--- src/rtl/snn_pkg.sv ---
// Shared definitions for the spike encoder slice.
//   DATA_W_DEF / WIN_W_DEF : default rate width and window/counter width
//   enc_state_t            : encoder FSM states
//   LFSR_*                 : 16-bit Fibonacci LFSR seed and tap mask
package snn_pkg;

    localparam int DATA_W_DEF = 8;
    localparam int WIN_W_DEF  = 16;

    localparam int          LFSR_W    = 16;
    localparam logic [15:0] LFSR_SEED = 16'hACE1;
    // Taps 16,14,13,11 expressed as bit positions 15,13,12,10.
    localparam logic [15:0] LFSR_TAPS = 16'hB400;

    typedef enum logic {
        IDLE = 1'b0,
        RUN  = 1'b1
    } enc_state_t;

endpackage

--- src/rtl/spike_rate_encoder_if.sv ---
// Request channel of the spike rate encoder.
//   in_valid   : requester has a (rate, window length) pair
//   in_ready   : encoder can accept this cycle
//   in_rate    : spike probability per cycle = in_rate / 2^DATA_W
//   in_win_len : window length in cycles (0 behaves as 1)
// master = requester side, slave = encoder side.
interface spike_rate_encoder_if #(
    parameter int DATA_W = 8,
    parameter int WIN_W  = 16
);
    logic              in_valid;
    logic              in_ready;
    logic [DATA_W-1:0] in_rate;
    logic [WIN_W-1:0]  in_win_len;

    modport master (
        output in_valid,
        output in_rate,
        output in_win_len,
        input  in_ready
    );

    modport slave (
        input  in_valid,
        input  in_rate,
        input  in_win_len,
        output in_ready
    );
endinterface

--- src/rtl/spike_lfsr.sv ---
// 16-bit Fibonacci LFSR (taps 16,14,13,11), seeded on synchronous reset.
//   clk : clock
//   rst : synchronous active-high reset, loads LFSR_SEED
//   en  : advance one step
//   q   : current LFSR state
module spike_lfsr
    import snn_pkg::*;
(
    input  logic              clk,
    input  logic              rst,
    input  logic              en,
    output logic [LFSR_W-1:0] q
);

    logic fb;

    assign fb = ^(q & LFSR_TAPS);

    always_ff @(posedge clk) begin
        if (rst) begin
            q <= LFSR_SEED;
        end else if (en) begin
            q <= {q[LFSR_W-2:0], fb};
        end
    end

endmodule

--- src/rtl/spike_rate_encoder.sv ---
// Rate-codes an intensity into a spike train on syn for a fixed window.
//   clk, rst   : clock, synchronous active-high reset
//   req        : request channel (slave side), rate + window length
//   syn        : registered one-cycle spike pulses
//   busy       : a window is in progress
//   done       : pulse on the last cycle of a window
//   spike_cnt  : spikes in the finished window, updated with done, held after
// Build option: SPIKE_ENC_STOCHASTIC_EN selects LFSR comparison encoding
// instead of the deterministic carry accumulator.
//
// state | meaning
// IDLE  | no window active, ready for a request
// RUN   | window active; rem_q counts cycles left including the current one
module spike_rate_encoder
    import snn_pkg::*;
#(
    parameter int DATA_W = DATA_W_DEF,
    parameter int WIN_W  = WIN_W_DEF
) (
    input  logic                 clk,
    input  logic                 rst,
    spike_rate_encoder_if.slave  req,
    output logic                 syn,
    output logic                 busy,
    output logic                 done,
    output logic [WIN_W-1:0]     spike_cnt
);

    enc_state_t        state_q, state_d;
    logic [WIN_W-1:0]  rem_q, rem_d;
    logic [DATA_W-1:0] rate_q, rate_d;
    logic              syn_q, syn_d;
    logic [WIN_W-1:0]  cnt_q, cnt_d;
    logic [WIN_W-1:0]  spike_cnt_q, spike_cnt_d;

    logic              last;
    logic              accept;
    logic              run_on;
    logic              spike;
    logic [DATA_W-1:0] rate_sel;
    logic [WIN_W-1:0]  base_cnt;
    logic [WIN_W:0]    cnt_sum;

`ifdef SPIKE_ENC_STOCHASTIC_EN
    logic [LFSR_W-1:0] lfsr_q;

    spike_lfsr u_lfsr (
        .clk (clk),
        .rst (rst),
        .en  (run_on),
        .q   (lfsr_q)
    );
`else
    // acc_q holds the low bits of the sum produced for the current cycle.
    logic [DATA_W-1:0] acc_q, acc_d;
    logic [DATA_W-1:0] base_acc;
    logic [DATA_W:0]   acc_sum;
`endif

    assign last        = (state_q == RUN) && (rem_q == WIN_W'(1));
    assign req.in_ready = !rst && ((state_q == IDLE) || last);
    assign accept      = req.in_valid && req.in_ready;
    // True on every edge that enters a RUN cycle (new window or continuation).
    assign run_on      = accept || ((state_q == RUN) && !last);

    always_comb begin
        state_d     = state_q;
        rem_d       = rem_q;
        rate_d      = rate_q;
        syn_d       = 1'b0;
        cnt_d       = cnt_q;
        spike_cnt_d = spike_cnt_q;
        rate_sel    = rate_q;
        base_cnt    = cnt_q;
`ifndef SPIKE_ENC_STOCHASTIC_EN
        acc_d       = acc_q;
        base_acc    = acc_q;
`endif

        if (accept) begin
            state_d  = RUN;
            rate_d   = req.in_rate;
            rate_sel = req.in_rate;
            rem_d    = (req.in_win_len == '0) ? WIN_W'(1) : req.in_win_len;
            base_cnt = '0;
`ifndef SPIKE_ENC_STOCHASTIC_EN
            base_acc = '0;
`endif
        end else if (state_q == RUN && !last) begin
            rem_d = rem_q - WIN_W'(1);
        end else if (last) begin
            state_d = IDLE;
            rem_d   = '0;
        end

`ifdef SPIKE_ENC_STOCHASTIC_EN
        spike = (lfsr_q[DATA_W-1:0] < rate_sel);
`else
        acc_sum = {1'b0, base_acc} + {1'b0, rate_sel};
        spike   = acc_sum[DATA_W];
`endif

        cnt_sum = {1'b0, base_cnt} + {{WIN_W{1'b0}}, spike};

        if (run_on) begin
            syn_d = spike;
            cnt_d = cnt_sum[WIN_W] ? '1 : cnt_sum[WIN_W-1:0];
`ifndef SPIKE_ENC_STOCHASTIC_EN
            acc_d = acc_sum[DATA_W-1:0];
`endif
            // Entering the final cycle: publish the count including its spike.
            if (rem_d == WIN_W'(1)) begin
                spike_cnt_d = cnt_d;
            end
        end
    end

    always_ff @(posedge clk) begin
        if (rst) begin
            state_q     <= IDLE;
            rem_q       <= '0;
            rate_q      <= '0;
            syn_q       <= 1'b0;
            cnt_q       <= '0;
            spike_cnt_q <= '0;
`ifndef SPIKE_ENC_STOCHASTIC_EN
            acc_q       <= '0;
`endif
        end else begin
            state_q     <= state_d;
            rem_q       <= rem_d;
            rate_q      <= rate_d;
            syn_q       <= syn_d;
            cnt_q       <= cnt_d;
            spike_cnt_q <= spike_cnt_d;
`ifndef SPIKE_ENC_STOCHASTIC_EN
            acc_q       <= acc_d;
`endif
        end
    end

    assign syn       = syn_q;
    assign busy      = (state_q == RUN);
    assign done      = last;
    assign spike_cnt = spike_cnt_q;

endmodule

--- src/flat_wrapper.sv ---
// flat-port wrapper written by rule: the top's interface ports become plain ports
module spike_rate_encoder_flat import snn_pkg::*;
#(
    parameter int DATA_W = DATA_W_DEF,
    parameter int WIN_W  = WIN_W_DEF
)
  (clk, rst, syn, busy, done, spike_cnt, req_in_valid, req_in_rate, req_in_win_len, req_in_ready);
  spike_rate_encoder_if #(.DATA_W(DATA_W), .WIN_W(WIN_W)) req_i ();
  input  logic clk;
  input  logic rst;
  output logic syn;
  output logic busy;
  output logic done;
  output logic [WIN_W-1:0] spike_cnt;
  input wire logic [$bits(req_i.in_valid)-1:0] req_in_valid;
  input wire logic [$bits(req_i.in_rate)-1:0] req_in_rate;
  input wire logic [$bits(req_i.in_win_len)-1:0] req_in_win_len;
  output wire logic [$bits(req_i.in_ready)-1:0] req_in_ready;
  assign req_i.in_valid = req_in_valid;
  assign req_i.in_rate = req_in_rate;
  assign req_i.in_win_len = req_in_win_len;
  assign req_in_ready = req_i.in_ready;
  spike_rate_encoder #(.DATA_W(DATA_W), .WIN_W(WIN_W)) u_core (.clk(clk), .rst(rst), .req(req_i), .syn(syn), .busy(busy), .done(done), .spike_cnt(spike_cnt));
endmodule
--- config.mk ---
export PLATFORM = sky130hd
export DESIGN_NAME = spike_rate_encoder_flat
export DESIGN_NICKNAME = d
export VERILOG_FILES = /design/src/rtl/snn_pkg.sv /design/src/rtl/spike_rate_encoder_if.sv /design/src/rtl/spike_lfsr.sv /design/src/rtl/spike_rate_encoder.sv /design/src/flat_wrapper.sv
export SDC_FILE = /design/constraint.sdc
export NUM_CORES = 1
export LEC_CHECK = 0
export BUFFER_PORTS_ARGS = -buffer_cell sky130_fd_sc_hd__clkbuf_2
export CAP_MARGIN = 0
export CORE_MARGIN = 2
export CORE_UTILIZATION = 30
export CTS_CLUSTER_SIZE = 10
export DETAILED_ROUTE_END_ITERATION = 10
export PLACE_DENSITY = 0.49
export SKIP_LAST_GASP = 1
export SLEW_MARGIN = 20
export SYNTH_ARGS = -nofsm -noshare
export SYNTH_HDL_FRONTEND = slang
export SYNTH_SLANG_ARGS = --single-unit
export TNS_END_PERCENT = 100
--- constraint.sdc ---
create_clock -name clk -period 6 [get_ports clk]
set_input_delay 0.3 -clock clk [delete_from_list [all_inputs] [get_ports clk]]
set_output_delay 0.3 -clock clk [all_outputs]
set_load 0.01 [all_outputs]
==> results.sh <==
export IMPL_avgSynthCellArea_sq_um=8.18
export IMPL_max_stage_delay_ns=0.43
export IMPL_drive_above_1_share_pct=17.1
export IMPL_start_kind="flop"
export IMPL_n_antenna_cell=0
export IMPL_synth_nets=494
export IMPL_critPathRequiredTime_ns=6.21
export IMPL_relSlewSlack_pct=49.9
export IMPL_setup_viol=0
export IMPL_start_util_pct=30.8
export IMPL_area_growth_syn_to_layout_pct=20.0
export IMPL_synth_top_area_cell="dfxtp_1"
export IMPL_antenna_found_initial=0
export IMPL_wirelength_microns=9490
export IMPL_multi_input_area_sq_mm=0.00226
export IMPL_whs_ns=0.214
export IMPL_period_share_pct=90.7
export IMPL_p_per_area_mw_per_mm2=283
export IMPL_p_leak_nw=1.93
export IMPL_syn_area_sq_mm=0.00371
export IMPL_yosysUniqueCellTypes=55
export IMPL_drtIter0Drc=151
export IMPL_overflow=0
export IMPL_synth_edf_count=0
export IMPL_fp_row_count=40
export IMPL_worst_clock_skew_ns=0.00504
export IMPL_h_tree_depth=3
export IMPL_maxSlewViolCount=0
export IMPL_drc=0
export IMPL_die_h_microns=115
export IMPL_synth_warnings=0
export IMPL_die_area_sq_mm=0.0133
export IMPL_numCtsBuffers=9
export IMPL_clkSinkCount=66
export IMPL_status="completed"
export IMPL_avgRoutedWirePerCell_microns=14.2
export IMPL_numPlacedInstances=654
export IMPL_max_clock_path_buffers=2
export IMPL_die_w_microns=115
export IMPL_grt_pass1_vias=3168
export IMPL_grt_pass1_wl_microns=15800
export IMPL_worst_path_max_fanout=19
export IMPL_fin_crit_ns=5.44
export IMPL_crit_arrival_ns=5.65
export IMPL_boundaryPins=47
export IMPL_path_clk_slew_ns=0.06
export IMPL_finalPower_mw=1.26
export IMPL_clk_latency_ns=0.33
export IMPL_drv_cap=0
export IMPL_fin_setup_tns_ns=0
export IMPL_crit_chain="nor4_1 > and4_1 > a21bo_2 > nand2_1 > buf_4 > and2_1 > fa_1 > a21o_1 > a21oi_1 > o21bai_1 > a21oi_1 > nor2b_1 > o21ai_0 > nand2_1 > ha_1 > nand4_1 > nor4_1 > buf_4 > and4_1 > and2_1 > nand2_4 > a21oi_1 > mux2_1"
export IMPL_route_vias_total=3315
export IMPL_root_buffer="clkbuf_16"
export IMPL_grt_setup_unrepaired="false"
export IMPL_nFillCells=1267
export IMPL_cpMostUsedCell="a21oi_1"
export IMPL_hpwl_microns=6980
export IMPL_ir_worst_vdd_v=0.000124
export IMPL_fmax_mhz=184
export IMPL_crit_path_top_delay_cell="fa_1"
export IMPL_synth_main_ff_cell="dfxtp_1"
export IMPL_core_area_sq_mm=0.0121
export IMPL_criticalPathCategory="reg2reg"
export IMPL_globalplace_congestion=0.827
export IMPL_hold_viol=0
export IMPL_area_sequential_sq_mm=0.00132
export IMPL_grt_max_degree=39
export IMPL_async_reset_ff_share_pct=0
export IMPL_cts_tree="yes"
export IMPL_endpoint_kind="flop"
export IMPL_synth_top_area_share_pct=35.6
export IMPL_hold_class="in2reg"
export IMPL_synth_seq_cells=66
export IMPL_final_cell_count_no_fill=670
export IMPL_grt_usage_pct=15.1
export IMPL_worstMarginPinSlew_ns=0.742
export IMPL_first_pass_iters=4
export IMPL_synthTopCellsByArea="dfxtp_1 36%, nand2_1 7.5%, nor2_1 5.1%"
export IMPL_port_buffers=46
export IMPL_nNetsFinal=537
export IMPL_syn_inst=454
export IMPL_ant_nets=0
export IMPL_ys_seq_area_share_pct=35.6
export IMPL_viasPerCell=4.95
## registers in the layout (all words and copies together) (netlist names)
register	cells
u_core.busy	1
u_core.spike_cnt	16
u_core.acc_q	8
u_core.rem_q	16
u_core.syn	1
u_core.cnt_q	16
u_core.rate_q	8
## cells in the mapped netlist, types with 2 or more instances
cell type  count
a211oi_1       5
a21o_1         3
a21oi_1       33
a221oi_1       2
a22o_1         3
a22oi_1        9
a311oi_1       8
a31oi_1        2
and2_1        10
and3_1         5
and4_1         3
buf_2          3
clkbuf_1      20
dfxtp_1       66
ha_1          12
inv_1         11
mux2_1         6
mux2_4         3
mux2i_1        9
nand2_1       74
nand2b_1       2
nand3_1        6
nand4_1        3
nor2_1        50
nor2b_1       11
nor3_1        11
nor4_1        11
o211ai_1       3
o21a_1         2
o21ai_0        7
o21bai_1       2
o22ai_1        2
o31ai_2        2
or3_1          4
or4_1          3
xnor2_1       21
xor2_1         9
## metal layers
| metal | share of wire, % | global-route usage, % | vias to the layer above |
|---|---|---|---|
| li1 | - | - | 1691 |
| met1 | 51 | 21.1 | 1556 |
| met2 | 44 | 22.7 | 57 |
| met3 | 3.0 | 2.79 | 11 |
| met4 | 1.6 | 6.67 | 0 |
| met5 | 0 | 0 | - |
## final timing paths
kind	start	endpoint	slack (ns)	depth (start not counted)
min reg2reg	u_core.acc_q[5]$_SDFFE_PP0P_	u_core.acc_q[5]$_SDFFE_PP0P_	0.45	2
max	u_core.rem_q[8]$_SDFF_PP0_	u_core.spike_cnt[2]$_SDFFE_PP0P_	0.56	23
min	req_in_win_len[10]	u_core.rem_q[10]$_SDFF_PP0_	0.21	3
max reg2reg	u_core.rem_q[8]$_SDFF_PP0_	u_core.spike_cnt[2]$_SDFFE_PP0P_	0.56	23
## power breakdown
part           total, mW  internal (mW)  switching, mW
clock network      0.574          0.374          0.200
registers          0.487          0.463         0.0238
logic              0.200         0.0818          0.118
## through the flow
stage          cell area [sq um]  util [%]  setup slack (ns)
2_1_floorplan               3710         -             0.892
3_3_place_gp                4130      34.2             0.366
3_5_place_dp                4130      34.2             0.236
4_1_cts                     4450      36.9             0.196
5_1_grt                     4460      36.9            0.0252
6_report                    4460      36.9             0.561
## placed cells by master (no fill, tap or decap), types with 3 or more instances in the layout
| master | n |
|---|---|
| a22oi_1 | 9 |
| a21oi_1 | 33 |
| nand4_1 | 3 |
| nor3_1 | 11 |
| nor2b_1 | 11 |
| mux2i_1 | 9 |
| or3_1 | 4 |
| and2_1 | 10 |
| xnor2_1 | 21 |
| inv_1 | 11 |
| mux2_4 | 3 |
| buf_4 | 10 |
| dfxtp_1 | 66 |
| a21o_1 | 3 |
| o211ai_1 | 3 |
| and4_1 | 3 |
| clkbuf_2 | 46 |
| nor4_1 | 11 |
| ha_1 | 12 |
| xor2_1 | 9 |
| nor2_1 | 50 |
| a211oi_1 | 5 |
| o21ai_0 | 7 |
| nand3_1 | 6 |
| a22o_1 | 3 |
| mux2_1 | 6 |
| nand2_1 | 73 |
| and3_1 | 5 |
| or4_1 | 3 |
| clkbuf_16 | 9 |
| a311oi_1 | 8 |
## what timing repair did
| item | CTS | global route |
|---|---|---|
| gates resized for setup | 0 | 2 |
| setup endpoints to repair | 0 | 19 |
| buffers inserted | 0 | 0 |
| hold buffers | 0 | 0 |
## area by class of cell
class | count | share of cell area (%)
inverters | 11 | 0.927
well taps | 168 | 4.72
clock inverters | 5 | 1.74
clock buffers | 11 | 5.45
multi-input cells | 353 | 50.7
flip-flops and latches | 66 | 29.7
repair buffers | 56 | 6.85
## critical path: cells and delay by family, from the launching register on
family                     cells  cell delay [ns]
and+or+nand+nor               11             2.35
AOI/OAI and AO/OA              7             1.28
adders and majority gates      2             0.66
buffers and inverters          2             0.38
DFF                            1             0.35
muxes                          1             0.30
## kinds of logic (layout without fill, tap and decap cells)
| logic type | after synthesis | in the layout | share of synthesized area [%] |
|---|---|---|---|
| compound gates | 91 | 91 | 16.9 |
| flops | 66 | 66 | 35.6 |
| buf+inv | 35 | 83 | 3.84 |
| fa+ha+maj | 13 | 13 | 4.58 |
| mux | 19 | 19 | 5.76 |
| xor+xnor | 30 | 30 | 7.08 |
| simple gates | 200 | 200 | 26.3 |
Note: power is estimated with default switching activity, not from simulation.
